$ cat src/rtl/riscv_pkg.sv
// rtl/riscv_pkg.sv - shared RISC-V opcode constants and fetch-stage types
package riscv_pkg;

  localparam logic [6:0]  OP_R      = 7'b0110011;
  localparam logic [6:0]  OP_IMM    = 7'b0010011;
  localparam logic [6:0]  OP_LOAD   = 7'b0000011;
  localparam logic [6:0]  OP_STORE  = 7'b0100011;
  localparam logic [6:0]  OP_BRANCH = 7'b1100011;

  localparam logic [31:0] NOP_INSTR = 32'h0000_0013;

  typedef enum logic [1:0] {
    IDLE = 2'd0,
    REQ  = 2'd1,
    WAIT = 2'd2,
    DROP = 2'd3
  } fetch_state_t;

  typedef struct packed {
    logic [31:0] pc;
    logic [31:0] instr;
  } fetch_entry_t;

endpackage

$ cat src/rtl/fetch_queue.sv
// rtl/fetch_queue.sv - 2-entry {pc, instr} FIFO with push, pop, flush and count
module fetch_queue
  import riscv_pkg::*;
(
  input  logic         clk,
  input  logic         rst_n,
  input  logic         push,
  input  logic         pop,
  input  logic         flush,
  input  fetch_entry_t push_data,
  output fetch_entry_t head,
  output logic [1:0]   count
);

  fetch_entry_t mem [2];
  logic         rd_ptr;
  logic         wr_ptr;
  logic         do_pop;

  assign do_pop = pop && (count != 2'd0);
  assign head   = mem[rd_ptr];

  // Storage needs no reset: the head is only looked at while count is non-zero.
  always_ff @(posedge clk) begin
    if (push && !flush) begin
      mem[wr_ptr] <= push_data;
    end
  end

  always_ff @(posedge clk or negedge rst_n) begin
    if (!rst_n) begin
      rd_ptr <= 1'b0;
      wr_ptr <= 1'b0;
      count  <= 2'd0;
    end else if (flush) begin
      rd_ptr <= 1'b0;
      wr_ptr <= 1'b0;
      count  <= 2'd0;
    end else begin
      if (push) begin
        wr_ptr <= ~wr_ptr;
      end
      if (do_pop) begin
        rd_ptr <= ~rd_ptr;
      end
      count <= count + {1'b0, push} - {1'b0, do_pop};
    end
  end

endmodule

$ cat src/rtl/instr_fetch.sv
// rtl/instr_fetch.sv - PC owner, single-outstanding imem fetch, 2-entry decode queue
// Optional IF_MISALIGN_CHECK_EN: misaligned redirect sets sticky misalign and parks fetch.
module instr_fetch
  import riscv_pkg::*;
#(
  parameter logic [31:0] RESET_PC = 32'h0000_0000,
  parameter int          DEPTH    = 2
) (
  input  logic        clk,
  input  logic        rst_n,
  output logic        imem_req_valid,
  input  logic        imem_req_ready,
  output logic [31:0] imem_req_addr,
  input  logic        imem_rsp_valid,
  input  logic [31:0] imem_rsp_data,
  input  logic        redirect_valid,
  input  logic [31:0] redirect_pc,
  output logic        dec_valid,
  input  logic        dec_ready,
  output logic [31:0] dec_instr,
  output logic [31:0] dec_pc,
  output logic [6:0]  opcode,
  output logic [2:0]  funct3,
  output logic [6:0]  funct7,
  output logic        misalign
);

  localparam logic [1:0] FULL = 2'(DEPTH);

  fetch_state_t state;
  logic [31:0]  pc;
  logic [31:0]  req_pc;
  logic         mis_q;
  logic [1:0]   count;
  fetch_entry_t head;
  fetch_entry_t push_data;
  logic         accept;
  logic         push;
  logic         pop;
  logic [31:0]  target;
  logic         bad_target;

`ifdef IF_MISALIGN_CHECK_EN
  assign target     = redirect_pc;
  assign bad_target = (redirect_pc[1:0] != 2'b00);
`else
  assign target     = redirect_pc & ~32'h3;
  assign bad_target = 1'b0;
`endif

  // Requests only issue with room in the queue, so a push can never overflow.
  assign imem_req_valid = (state == REQ) && (count < FULL);
  assign imem_req_addr  = pc;
  assign accept         = imem_req_valid && imem_req_ready;
  assign push           = (state == WAIT) && imem_rsp_valid && !redirect_valid;
  assign pop            = dec_valid && dec_ready && !redirect_valid;
  assign push_data      = '{pc: req_pc, instr: imem_rsp_data};

  fetch_queue u_queue (
    .clk       (clk),
    .rst_n     (rst_n),
    .push      (push),
    .pop       (pop),
    .flush     (redirect_valid),
    .push_data (push_data),
    .head      (head),
    .count     (count)
  );

  always_ff @(posedge clk or negedge rst_n) begin
    if (!rst_n) begin
      state  <= IDLE;
      pc     <= RESET_PC;
      req_pc <= RESET_PC;
      mis_q  <= 1'b0;
    end else if (redirect_valid) begin
      pc <= target;
      if (bad_target) begin
        mis_q <= 1'b1;
        state <= IDLE;
      end else begin
        // A redirect racing the response consumes it; otherwise it must be drained in DROP.
        case (state)
          IDLE:       state <= mis_q ? IDLE : REQ;
          REQ:        state <= accept ? DROP : REQ;
          WAIT, DROP: state <= imem_rsp_valid ? REQ : DROP;
          default:    state <= IDLE;
        endcase
      end
    end else begin
      case (state)
        IDLE: begin
          if (!mis_q) begin
            state <= REQ;
          end
        end
        REQ: begin
          if (accept) begin
            req_pc <= pc;
            pc     <= pc + 32'd4;
            state  <= WAIT;
          end
        end
        WAIT, DROP: begin
          if (imem_rsp_valid) begin
            state <= REQ;
          end
        end
        default: state <= IDLE;
      endcase
    end
  end

  assign dec_valid = (count != 2'd0);
  assign dec_instr = dec_valid ? head.instr : NOP_INSTR;
  assign dec_pc    = dec_valid ? head.pc : 32'h0;
  assign opcode    = dec_instr[6:0];
  assign funct3    = dec_instr[14:12];
  assign funct7    = dec_instr[31:25];
  assign misalign  = mis_q;

endmodule

$ cat config.mk
export PLATFORM = sky130hd
export DESIGN_NAME = instr_fetch
export DESIGN_NICKNAME = d
export VERILOG_FILES = /design/src/rtl/riscv_pkg.sv /design/src/rtl/fetch_queue.sv /design/src/rtl/instr_fetch.sv
export SDC_FILE = /design/constraint.sdc
export NUM_CORES = 1
export LEC_CHECK = 0
export CAP_MARGIN = 0
export CELL_PAD_IN_SITES_DETAIL_PLACEMENT = 0
export CELL_PAD_IN_SITES_GLOBAL_PLACEMENT = 1
export CORE_MARGIN = 2
export CORE_UTILIZATION = 35
export CTS_BUF_LIST = sky130_fd_sc_hd__clkbuf_4
export CTS_CLUSTER_SIZE = 28
export DETAILED_ROUTE_END_ITERATION = 10
export DONT_BUFFER_PORTS = 1
export PLACE_DENSITY = 0.57
export SLEW_MARGIN = 5
export SYNTH_ARGS = -nofsm -noshare
export SYNTH_HDL_FRONTEND = slang
export SYNTH_SLANG_ARGS = --single-unit
$ cat constraint.sdc
create_clock -name clk -period 10.8 [get_ports clk]
set_input_delay 2.16 -clock clk [delete_from_list [all_inputs] [get_ports clk]]
set_output_delay 2.16 -clock clk [all_outputs]
set_load 0.01 [all_outputs]
==> metrics.md, run 1 <==
| Metric | Value |
|---|---|
| Maximum number of pins on one net before global-route repair | 67 |
| TritonCTS clock tree | yes |
| Inserted Clock Buffers | 17 |
| Total number of placement rows | 55 |
| Reg power frac | 65.2% |
| Fraction of power spent switching nets | 27.3% |
| Layout cell share with drive strength beyond 1 | 12.9% |
| Initial core utilization | between 30% and 40% |
| Total power of the final layout | around 1.4 mW |
| Clock period minus worst slack | between 4 and 5 ns |
| CTS-repair resized insts | 0 |
| Wire per inst | 20.3 um |
| 1st-pass router iterations | 4 |
| Count of input and output buffers | 0 |
| Part of the Yosys area used for sequential elements | 66.7% |
| Global-route wire length before repair | about 27 mm |
| Worst EP arrival | about 2.5 ns |
| Max FO, Critical Path | 40 |
| Utilization after layout | between 30% and 40% |
| Setup TNS | 0 ns |
| Cells after synthesis | slightly below 600 |
| Die area | between 20000 and 25000 um^2 |
| Area of the core | between 20000 and 25000 um^2 |
| P_sw | just under 0.4 mW |
| Outcome | complete, no violations |
| Ys flop type | sky130_fd_sc_hd__edfxtp_1 |
| Crit. End Element | output port |
| Final Max Tran Viols | 0 |
| Register bit count reported by yosys | 190 |
| Mean instance size in the synthesized netlist | about 14 um^2 |
| Count of unique library cells instantiated by Yosys | 44 |
| Worst slack at placement | 6.55 ns |
| Drt via density | 5.25 |
| Power density cells | between 150 and 200 nW/um^2 |
| Global-route usage over all layers | between 10% and 20% |
| Cell total after placement | 836 |
| Slew @ Worst Pin | 1.16 ns |
| DRC viols | 0 |
| Startpoint of the tightest hold check path | req_pc[15] |
| Cell type contributing the most total cell area after synthesis | sky130_fd_sc_hd__edfxtp_1 |
| Number of antenna violations at the first check in global routing | 1 |
| Post-synth EDFFs | 124 |
| Min setup slack post-route | about 6 ns |
| Area contributors post-synth | sky130_fd_sc_hd__edfxtp_1 (46%), sky130_fd_sc_hd__dfrtp_1 (21%), sky130_fd_sc_hd__mux2i_1 (7.8%) |
| Final instance count without filler cells | roughly 870 |
| CTS Buffer Depth | 2 |
| Number of violations of the max-capacitance limit | 0 |
| Number of levels the H-tree was split into | 4 |
| GR Util met2 | 23.4% |
| Number of hold-slack violations in the final timing report | 0 |
| Vertical die dimension | 156 um |
| Count leader, synth | sky130_fd_sc_hd__edfxtp_1 |
| Crit path required time | around 8.6 ns |
| Gr ovfl total | 0 |
| Routability Congestion | between 0.7 and 0.8 |
| Most instantiated cells after synthesis | sky130_fd_sc_hd__edfxtp_1 (124), sky130_fd_sc_hd__nor2_1 (84), sky130_fd_sc_hd__dfrtp_1 (66) |
| Busiest layer in global routing | met2 |
| Ys async rst share | about a third |
| Share of the clock period used by the worst path | 43.2% |
| Clock Pin Slew Worst Setup and Hold Paths | ~0.19 ns |
| Total detailed-routing wirelength | 17.6 mm |
| Post-detailed-placement half-perimeter wirelength | roughly 11 mm |
| Met1 layer usage reported by global route | 19.6% |
| Area delta synth->final | 5.08% |
| Met3 Use GR | between 4 and 5% |
| Net count, final | roughly 640 |
| Final Setup Violations | 0 |
| Proportion of power drawn by the clock network | approximately a quarter |
| Worst skew pair latency | 0.58 ns |
| Leak Pwr | approximately 2.8 nW |
| Post-synthesis cell area | 8060 um^2 |
| Comb pwr share | 8.4% |
| VDD IR max | around 0.069 mV |
| Post-CTS Hold Buffers | 0 |
| Filler Cells Inserted | roughly 2200 |
| Setup repair after global routing missed its margin | false |
| Detailed router's first-iteration violation count | between 200 and 300 |
| Setup Skew | roughly 0.029 ns |
| Category of the worst setup path launch point | flip-flop |
| Critical path start-end classification | reg -> out |
| Slew headroom | 22.5% |
| Post-CTS setup-driven buffer insertion count | 0 |
| Vias in the first global route | about 4700 |
| Number of warnings printed during yosys synthesis | 0 |
| Die Width | 156 um |
| Design internal power | 1.05 mW |
| Start point of the critical path | u_queue.count[1] |
| Top cell type's share of synthesized area | roughly 46% |
| I/O pin count | ~190 |
| Reg-to-reg startpoint | u_queue.count[1] |
| Cell at the root of the clock tree | sky130_fd_sc_hd__clkbuf_4 |
| Maximum clock frequency | between 0.2 and 0.25 GHz |
| Type of the worst min-delay path | reg -> reg |
| Vias after detailed routing | 4558 |
| ANT nets after route | 0 |
| Number of sinks handled by clock tree synthesis | 190 |
## power by group through the flow
stage | clock [mW] | combinational [mW] | sequential [mW]
after floorplan | 0 | 0.114 | 0.925
after global placement | 0 | 0.118 | 0.953
after detailed placement | 0 | 0.123 | 0.960
after CTS | 0.400 | 0.123 | 0.944
after global routing | 0.429 | 0.136 | 0.956
final | 0.382 | 0.121 | 0.943
## worst max-delay path, stage by stage, from the launching register on
cell	delay, ns
sky130_fd_sc_hd__dfrtp_1	0.49
sky130_fd_sc_hd__nor2_4	0.44
sky130_fd_sc_hd__buf_4	0.51
sky130_fd_sc_hd__inv_1	0.27
sky130_fd_sc_hd__nand2_1	0.24
## layout by cell type (no fill, tap or decap), drive strengths merged, types with 5 or more instances in the layout
cell type and n:
clkbuf 17, inv 17, nand4 15, nand3 14, mux2 30, nor2 84, or4 14, a31oi 14
edfxtp 124, clkinv 5, o31ai 12, o21ai 16, conb 5, mux2i 63, nor3 6, nand2 27
and3 6, buf 5, xor2 9, dfrtp 66
## flip-flops by register name (all words and copies together) (netlist names)
| name | count |
|---|---|
| u_queue.mem | 124 |
| imem_req_addr | 30 |
| req_pc | 30 |
| state | 2 |
| u_queue.count | 2 |
| u_queue.rd_ptr | 1 |
| u_queue.wr_ptr | 1 |
## final cells by class
| cell class | count | area [um^2] | area share, % |
|---|---|---|---|
| flip-flops and latches | 190 | 5380 | 63.5 |
| clock buffers | 17 | 128 | 1.51 |
| clock inverters | 15 | 151 | 1.79 |
| multi-input cells | 347 | 2380 | 28.1 |
| inverters | 9 | 33.8 | 0.399 |
| repair buffers | 5 | 37.5 | 0.443 |
| diodes | 1 | 2.50 | 0.0296 |
| well taps | 285 | 357 | 4.21 |
## metrics by stage
step / hold WS, ns / cell area [um^2]
4_1_cts: 0.477 / 8460
5_1_grt: 0.498 / 8460
3_5_place_dp: 0.455 / 8180
6_report: 0.473 / 8460
3_3_place_gp: 0.450 / 8180
2_1_floorplan: 0.438 / 8070
## layer usage
metal | wire length (um) | share of wire [%]
met2 | 8260 | 47
met1 | 7940 | 45
met5 | 0 | 0
met3 | 1100 | 6.2
met4 | 333 | 1.9
## cells by family after synthesis
logic type / synth area share, %
compound gates: 3.90
xor+xnor: 1.41
fa+ha+maj: 0.466
buf+inv: 4.16
flops: 66.7
mux: 12.0
other cells: 0.0466
simple gates: 11.3
## path summary, 6_finish.rpt
path                                       to  slack, ns  cells after the start
hold / removal             u_queue.mem[0][47]       0.47                      0
min in group asynchronous   imem_req_addr[13]       1.25                      0
setup reg to reg             u_queue.count[1]       7.90                     11
max in group asynchronous      u_queue.rd_ptr       9.34                      0
setup / recovery                 dec_instr[4]       6.13                      4
hold reg to reg            u_queue.mem[0][47]       0.47                      0
(Power assumes the default switching activity.)
==> run 2: changes to the inputs <==
- clock period: 10.8 -> 4.78 ns (I/O delays scaled with it)
==> run 2 against run 1 <==
Against the previous run:
- sequential power up 130%
- flip-flop and latch count stayed put
- non-clock buffer count grew 4
- count of clock-buffer cells in the layout is 1 higher
- clock skew rose by 0.0025 ns
- critical path depth is 2 lower
- total power rose by 130%
- global-route usage is essentially flat
- worst setup slack worse by 4.7 ns
==> metrics.md, run 2 (synthesis gave the netlist of run 1 again) <==
| Metric | Value |
|---|---|
| Inserted Clock Buffers | 17 (unchanged) |
| VDD IR max | 0.193 mV (+180%) |
| Maximum clock frequency | 0.299 GHz |
| Post-CTS Hold Buffers | 2 (+2) |
| Total number of placement rows | 55 (unchanged) |
| ANT nets after route | 0 (unchanged) |
| Cell at the root of the clock tree | sky130_fd_sc_hd__clkbuf_4 |
| Proportion of power drawn by the clock network | 27.1% (+0.7 points) |
| Setup Skew | 0.0317 ns (+0.00252 ns) |
| Routability Congestion | 0.730 (-1.3%) |
| Final Setup Violations | 0 (unchanged) |
| Area taken by flip-flops and latches | 5380 um^2 (unchanged) |
| Final Max Tran Viols | 0 (unchanged) |
| Placed instance area | 8200 um^2 (+0.17%) |
| Maximum number of pins on one net before global-route repair | 64 (-4.5%) |
| Drt via density | 5.20 (-0.89%) |
| Worst skew pair latency | 0.57 ns (about the same) |
| Number of violations of the max-capacitance limit | 0 (unchanged) |
| Post-detailed-placement half-perimeter wirelength | 11.6 mm (+1.3%) |
| Clock period minus worst slack | around 3.3 ns |
| Category of the worst setup path launch point | flip-flop |
| Net count, final | 647 (+0.62%) |
| Number of hold-slack violations in the final timing report | 0 (unchanged) |
| Detailed router's first-iteration violation count | 288 (+3.2%) |
| Comb pwr share | 8.7% (+0.3 points) |
| Fraction of power spent switching nets | 27.8% (+0.54 points) |
| Design internal power | 2.40 mW (+130%) |
| TritonCTS clock tree | yes |
| Area of the core | 22600 um^2 (unchanged) |
| Slew headroom | 23.9% (+1.4 points) |
| Wire per inst | 20.2 um (-0.69%) |
| Post-CTS setup-driven buffer insertion count | 0 (unchanged) |
| Outcome | complete, no violations |
| Top library cells by usage in the layout, fill and taps aside | sky130_fd_sc_hd__edfxtp_1 (124), sky130_fd_sc_hd__nor2_1 (82), sky130_fd_sc_hd__dfrtp_1 (65), sky130_fd_sc_hd__mux2i_1 (63), sky130_fd_sc_hd__mux2_2 (30) |
| Number of antenna violations at the first check in global routing | 1 (unchanged) |
| Vias after detailed routing | 4538 (-0.44%) |
| Setup repair after global routing missed its margin | false |
| Register with the most flip-flops | u_queue.mem |
| I/O pin count | 186 (unchanged) |
| Number of cell instances on the worst register-to-register path | 5 (-6) |
| DRC viols | 0 (unchanged) |
| Number of levels the H-tree was split into | 4 (unchanged) |
| Number of flip-flops in the largest register | 124 (unchanged) |
| Global-route wire length before repair | 27.3 mm (about the same) |
| Final Instance Area | 8550 um^2 (+1.0%) |
| Reg power frac | 64.3% (-0.9 points) |
| Filler Cells Inserted | 2179 (+0.18%) |
| Die area | 24200 um^2 (unchanged) |
| Initial core utilization | 35.6% (unchanged) |
| Vertical die dimension | 156 um (unchanged) |
| Crit path required time | 3.82 ns (-4.82 ns) |
| Type of the worst min-delay path | in -> async |
| Utilization after layout | 37.8% (+0.39 points) |
| Number of sinks handled by clock tree synthesis | 190 (unchanged) |
| Total detailed-routing wirelength | 17.6 mm (-0.23%) |
| Slew @ Worst Pin | 1.14 ns (-0.0207 ns) |
| Worst slack at placement | 1.74 ns (-4.81 ns) |
| CTS-repair resized insts | 0 (unchanged) |
| Critical path start-end classification | reg -> out |
| Gr ovfl total | 0 (unchanged) |
| Min setup slack post-route | 1.44 ns (-4.69 ns) |
| Clock Pin Slew Worst Setup and Hold Paths | 0.18 ns (about the same) |
| Area delta synth->final | 6.18% |
| Leak Pwr | 2.83 nW (+1.4%) |
| CTS Buffer Depth | 2 (unchanged) |
| Share of the clock period used by the worst path | approximately 70% |
| Area occupied by multi-input gates | 2380 um^2 (+0.26%) |
| P_sw | 0.925 mW (+130%) |
| Global-route usage over all layers | 14.8% (about the same) |
| WHS | 0.227 ns (-0.246 ns) |
| Worst EP arrival | 2.38 ns (-0.13 ns) |
| Power density cells | 389 nW/um^2 (+130%) |
| Crit. End Element | output port |
| Die Width | 156 um (unchanged) |
| Count of input and output buffers | 0 (unchanged) |
| Most frequent standard cell in the layout excluding fill and tap cells | sky130_fd_sc_hd__edfxtp_1 |
| Setup TNS | 0 ns (unchanged) |
| 1st-pass router iterations | 4 (unchanged) |
| Max FO, Critical Path | 63 (+57%) |
| Vias in the first global route | 4732 (+0.30%) |
| Layout cell share with drive strength beyond 1 | 13.3% (+0.42 points) |
==> run 2: cell count changes in the layout (fill, tap and decap cells not counted), sizes merged <==
| cell | change |
|---|---|
| buf | +2 |
| clkinvlp | -1 |
| clkbuf | +1 |
| dlygate4sd3 | +2 |
==> run 2: critical path, cell delays in order (launching register included) <==
cell and delay [ns]:
sky130_fd_sc_hd__dfrtp_4 1.22, sky130_fd_sc_hd__mux2i_1 0.22, sky130_fd_sc_hd__nor2_1 0.37
==> run 2: worst paths after layout <==
check | endpoint | from | slack (ns)
min in group clk | u_queue.wr_ptr | redirect_valid | 0.45
max reg2reg | imem_req_addr[26] | imem_req_addr[3] | 2.04
min reg2reg | u_queue.mem[1][48] | req_pc[16] | 0.48
max | funct3[0] | u_queue.rd_ptr | 1.44
min | imem_req_addr[28] | rst_n | 0.23
max in group asynchronous | u_queue.rd_ptr | rst_n | 3.75
==> run 2: layout make-up <==
type                            count  share of cell area (%)
Antenna cell                        1                  0.0293
Clock buffer                       18                    1.58
Clock inverter                     14                    2.00
Inverter                            9                   0.395
Multi-Input combinational cell    347                    27.9
Sequential cell                   190                    62.9
Tap cell                          285                    4.17
Timing Repair Buffer                9                    1.08
==> run 2: per-stage QoR <==
stage                     total power, mW  std cells
after floorplan                      2.35        600
after global placement               2.42        837
after detailed placement             2.45        837
after CTS                            3.38        871
after global routing                 3.50        873
final                                3.32        873
==> run 2: power by group through the flow <==
stage          clock, mW  combinational (mW)  sequential (mW)
2_1_floorplan          0               0.257             2.09
3_3_place_gp           0               0.267             2.16
3_5_place_dp           0               0.278             2.18
4_1_cts            0.950               0.293             2.14
5_1_grt             1.01               0.324             2.17
6_report           0.900               0.289             2.14
==> run 2: per-layer routing <==
layer | GRT usage [%] | part of all wire (%) | vias up
li1 | - | - | 2134
met1 | 18.7 | 44 | 2227
met2 | 24.0 | 48 | 161
met3 | 5.11 | 7.2 | 16
met4 | 4.98 | 1.5 | 0
met5 | 0 | 0 | -
==> edit 1: new RTL, flow settings as in run 2 <==
The 4 states of `fetch_state_t` get a one-hot encoding in 4 bits.
--- a/src/rtl/riscv_pkg.sv
+++ b/src/rtl/riscv_pkg.sv
@@ -9,11 +9,11 @@
 
   localparam logic [31:0] NOP_INSTR = 32'h0000_0013;
 
-  typedef enum logic [1:0] {
-    IDLE = 2'd0,
-    REQ  = 2'd1,
-    WAIT = 2'd2,
-    DROP = 2'd3
+  typedef enum logic [3:0] {
+    IDLE = 4'b0001,
+    REQ  = 4'b0010,
+    WAIT = 4'b0100,
+    DROP = 4'b1000
   } fetch_state_t;
 
   typedef struct packed {
Function: no difference found for any inputs over 4 cycles, from zero or initial values and one cycle with rst_n low; so few cycles prove little.
==> edit 1 against run 2 <==
- total power grew 1.7%
- sequential share of layout area grew 0.75 points
- cell area shrank 0.23%
- routed wire length shrank 3.8%
- synthesized area shrank 0.39%
- worst setup slack gained 0.036 ns
- fmax grew 1.1%
- non-clock buffer count is the same
- count of clock-buffer cells in the layout grew 1
- final cell count shrank 0.92%
- sequential cell count grew 2
- synthesized cell count shrank 2.5%
- core utilization is essentially flat
- critical path type unchanged
==> edit 1: results (changes against run 2) <==
[finish]
drive_gt1_frac = 0.136  ; +0.00356
top_register = u_queue.mem
nets = 639  ; -1.2%
largest_reg_flops = 124  ; unchanged
fillers = 2151  ; -1.3%

[power]
p_leak_nw = 2.91  ; +3.0%
pg_seq_mw = 2.19  ; +2%
vdd_drop_max_v = 0.000188  ; -2.6%
switching_share = 0.260  ; -0.0188
combPwrFrac = 0.089  ; +0.002

[drt]
wl_per_cell_um = 19.6  ; -3.0%
vias_per_cell = 4.89  ; -6.0%
vias = 4228  ; -6.8%
dr.pass1.iters = 6  ; +2
drtIter0Drc = 200  ; -31%

[clock_network]
postCtsHoldBufs = 3  ; +1
cts_max_level = 4  ; unchanged
cts-resized-gates = 0  ; unchanged
numCtsBuffers = 17  ; unchanged
clk_latency_ns = 0.56
cts_root_buffer = clkbuf_4
clk_pin_slew_ns = 0.15  ; -0.03 ns
cts_buffer_depth = 2  ; unchanged

[global_routing]
grt_pass1_wl_um = 25000  ; -8.3%
grt_antenna_before_repair = 1  ; unchanged
grt_max_degree = 68  ; +6.3%
grt.total_usage = 0.139  ; -0.00926
grt_pass1_vias = 4348  ; -8.1%

[worst_setup_path]
startpoint = u_queue.rd_ptr$_DFFE_PN0P_
cp_max_fo = 63  ; unchanged
slowest_delay_ns = 1.20  ; -0.02 ns
r2r-start = state[3]$_DFFE_PN0P_
r2r_slack_ns = 1.96  ; -0.08 ns
r2r_cells = 5  ; unchanged
critPathTopFamily = flip-flops
cp_slowest_cell = dfrtp_4
r2r_end = imem_req_addr[31]$_DFFE_PN0P_

[synth]
syn_area_per_cell_um2 = 13.8  ; +2.2%
ys_seq_area_frac = 0.676  ; +0.00899
synth-edff-count = 124  ; unchanged
yosysUniqueCellTypes = 37  ; -16%
async_flop_share = 0.354  ; +0.00680
ys_top_cells_by_area = edfxtp_1 (46%), dfrtp_1 (21%), mux2i_1 (7.9%)
yosys-top-cells-count = edfxtp_1 (124), nor2_1 (75), dfrtp_1 (67), mux2i_1 (63), nand2_1 (42)
synth_flop_cell = edfxtp_1
synth_warnings = 0  ; unchanged

[placed_design]
io_buffers = 0  ; unchanged
hpwl_um = 11300  ; -3.1%
gp_congestion = 0.803  ; +10%
dp.cells = 828  ; -1.1%

[sta]
worst_slew_pin_slew_ns = 1.11  ; -0.0264 ns
report.final.setup_viol = 0  ; unchanged
skew_ns = 0.0279  ; -0.00382 ns

[outcome]
status = completed

[worst_hold_path]
hp-class = in2async

## edit 1: cell count changes after synthesis, sizes merged, moves of 6 or more
cell and change:
nand2 +15, a31oi -14, or4 -14, xor2 +13, o21ai +12, o31ai -12, nor2 -9, xnor2 +8
clkbuf -6
## edit 1: worst max-delay path by stage
stage,end,slack (ns),cells past startpoint
finish,dec_instr[28],1.48,2
global placement,u_queue.mem[1][30]$_DFFE_PP_,2.00,4
global route,opcode[6],1.24,2
CTS,opcode[6],1.35,2
floorplan,u_queue.mem[0][0]$_DFFE_PP_,0.48,3
detailed placement,u_queue.mem[0][26]$_DFFE_PP_,1.99,3
## edit 1: cell type report
cell class                      instances  area share
Sequential cell                       192       0.636
Clock buffer                           19      0.0167
Clock inverter                         13      0.0180
Antenna cell                            1    0.000293
Multi-Input combinational cell        339       0.273
Inverter                                7     0.00308
Timing Repair Buffer                    9      0.0103
Tap cell                              285      0.0418
## edit 1: per-stage QoR
step,instance area (um^2),utilization,total power [mW],hold WS (ns)
3_3_place_gp,8180,0.363,2.49,0.450
4_1_cts,8520,0.377,3.43,0.00116
6_report,8530,0.378,3.38,0.0941
5_1_grt,8530,0.378,3.56,0.0116
2_1_floorplan,8040,-,2.42,0.438
3_5_place_dp,8180,0.363,2.52,0.460
## edit 1: routing by layer
metal  vias up  share of wire  track usage
li1       2012              -            -
met1      2054           0.43        0.172
met2       145           0.47        0.222
met3        17          0.077       0.0552
met4         0          0.021       0.0502
met5         -              0            0
## edit 1: kinds of logic after synthesis
logic type | share of synthesized area
XOR/XNOR | 0.0371
AND/OR/NAND/NOR | 0.0973
buffers and inverters | 0.0379
AO/OA/AOI/OAI | 0.0214
multiplexers | 0.125
adder cells (fa/ha/maj) | 0.00468
other | 0.000467
flip-flops | 0.676
==> edit 2: new RTL, config.mk and constraints of run 2 <==
Made on the original files. Build with the macro `IF_MISALIGN_CHECK_EN` defined.
--- a/src/rtl/instr_fetch.sv
+++ b/src/rtl/instr_fetch.sv
@@ -1,5 +1,7 @@
 // rtl/instr_fetch.sv - PC owner, single-outstanding imem fetch, 2-entry decode queue
 // Optional IF_MISALIGN_CHECK_EN: misaligned redirect sets sticky misalign and parks fetch.
+`define IF_MISALIGN_CHECK_EN
+
 module instr_fetch
   import riscv_pkg::*;
 #(
Check against the original RTL: not equivalent (a bounded check fails within 4 cycles, from zero or initial values and one cycle with rst_n low).
==> edit 2 against run 2 <==
- synthesized area grew 2.0%
- sequential power grew 3%
- worst setup slack gained 0.039 ns
- total power shrank 0.80%
- count of clock-buffer cells in the layout shrank 1
- routed wire length shrank 2.8%
- critical endpoint is now funct7[4]
- worst hold slack lost 0.14 ns
- critical path type unchanged
- sequential cell count grew 9
- cell area grew 2.8%
==> edit 2: results (changes against run 2) <==
[finish]
non_clock_inverter_count = 6  ; -3
final_area_um2 = 8790  ; +2.8%
clock_area_frac = 0.0329  ; -0.00297
fillers = 2247  ; +3.1%
buffers = 8  ; -1
register_area_um2 = 5620  ; +4.6%
num-multi-input-gates = 336  ; -3.2%
drive_gt1_frac = 0.141  ; +0.00826
buf_share = 0.00996  ; -0.000863
largest_reg_flops = 128  ; +3.2%
diodes = 3  ; +2

[placed_design]
post_dp_cell_area_um2 = 8440  ; +2.9%
gp_congestion = 0.710  ; -2.8%
place_ws_ns = 1.93  ; +0.189 ns
hpwl_um = 11300  ; -3.0%
dp.cells = 864  ; +3.2%

[synth]
synth-edff-count = 128  ; +3.2%
yosysUniqueCellTypes = 35  ; -20%
ys_seq_area_frac = 0.684  ; +0.0167
async_flop_share = 0.357  ; +0.00942
synth_compound_area_frac = 0.0195  ; -0.0195
yosys-top-cells-count = edfxtp_1 (128), nor2_1 (73), dfrtp_1 (71), mux2i_1 (65), nand2_1 (42)
synthMuxAreaShare = 0.130  ; +0.00967

[drt]
vias_per_cell = 4.73  ; -9.1%
drtIter0Drc = 143  ; -50%
dr_wl_met2_um = 8300  ; -0.77%
wl_met3_um = 1450  ; +15%
wl_met1_um = 7210  ; -6.6%
wl_per_cell_um = 18.9  ; -6.1%

[global_routing]
met1_usage = 0.169  ; -0.0184
grt_pass1_wl_um = 25500  ; -6.6%
use_met2 = 0.228  ; -0.0117
grt_max_degree = 71  ; +11%

[outcome]
status = completed

[power]
clkPwrFrac = 0.273  ; +0.002
p_int_mw = 2.49  ; +3.8%
p_leak_nw = 3.01  ; +6.3%
pg_comb_uw = 192  ; -34%
vdd_drop_max_v = 0.000132  ; -31%

[sta]
relSlewSlack = 0.236  ; -0.00274
skew_ns = 0.0257  ; -0.00608 ns

[worst_setup_path]
cp_max_fo = 65  ; +3.2%

[clock_network]
clk_pin_slew_ns = 0.15  ; -0.03 ns

[floorplan]
coreArea_um2 = 23300  ; +2.7%

==> edit 2: cell types whose count changed after synthesis, sizes merged, moves of 6 or more <==
cell / change
buf: -6
mux2: +7
nand4: -8
a31oi: -14
o21ai: +11
nand2: +15
or4: -13
xor2: +9
nor2: -11
xnor2: +10
o31ai: -12
==> edit 2: final timing paths <==
kind | startpoint | to | slack [ns] | depth (start not counted)
setup / recovery | u_queue.rd_ptr$_DFFE_PN0P_ | funct7[4] | 1.48 | 2
hold / removal | rst_n | imem_req_addr[0]$_DFFE_PN0P_ | 0.09 | 0
setup reg to reg | state[1]$_DFFE_PN0P_ | req_pc[11]$_DFFE_PN0P_ | 2.13 | 4
hold reg to reg | req_pc[0]$_DFFE_PN0P_ | u_queue.mem[1][32]$_DFFE_PP_ | 0.48 | 0
max in group asynchronous | rst_n | u_queue.rd_ptr$_DFFE_PN0P_ | 3.12 | 1
min in group clk | redirect_valid | imem_req_addr[16]$_DFFE_PN0P_ | 0.48 | 1
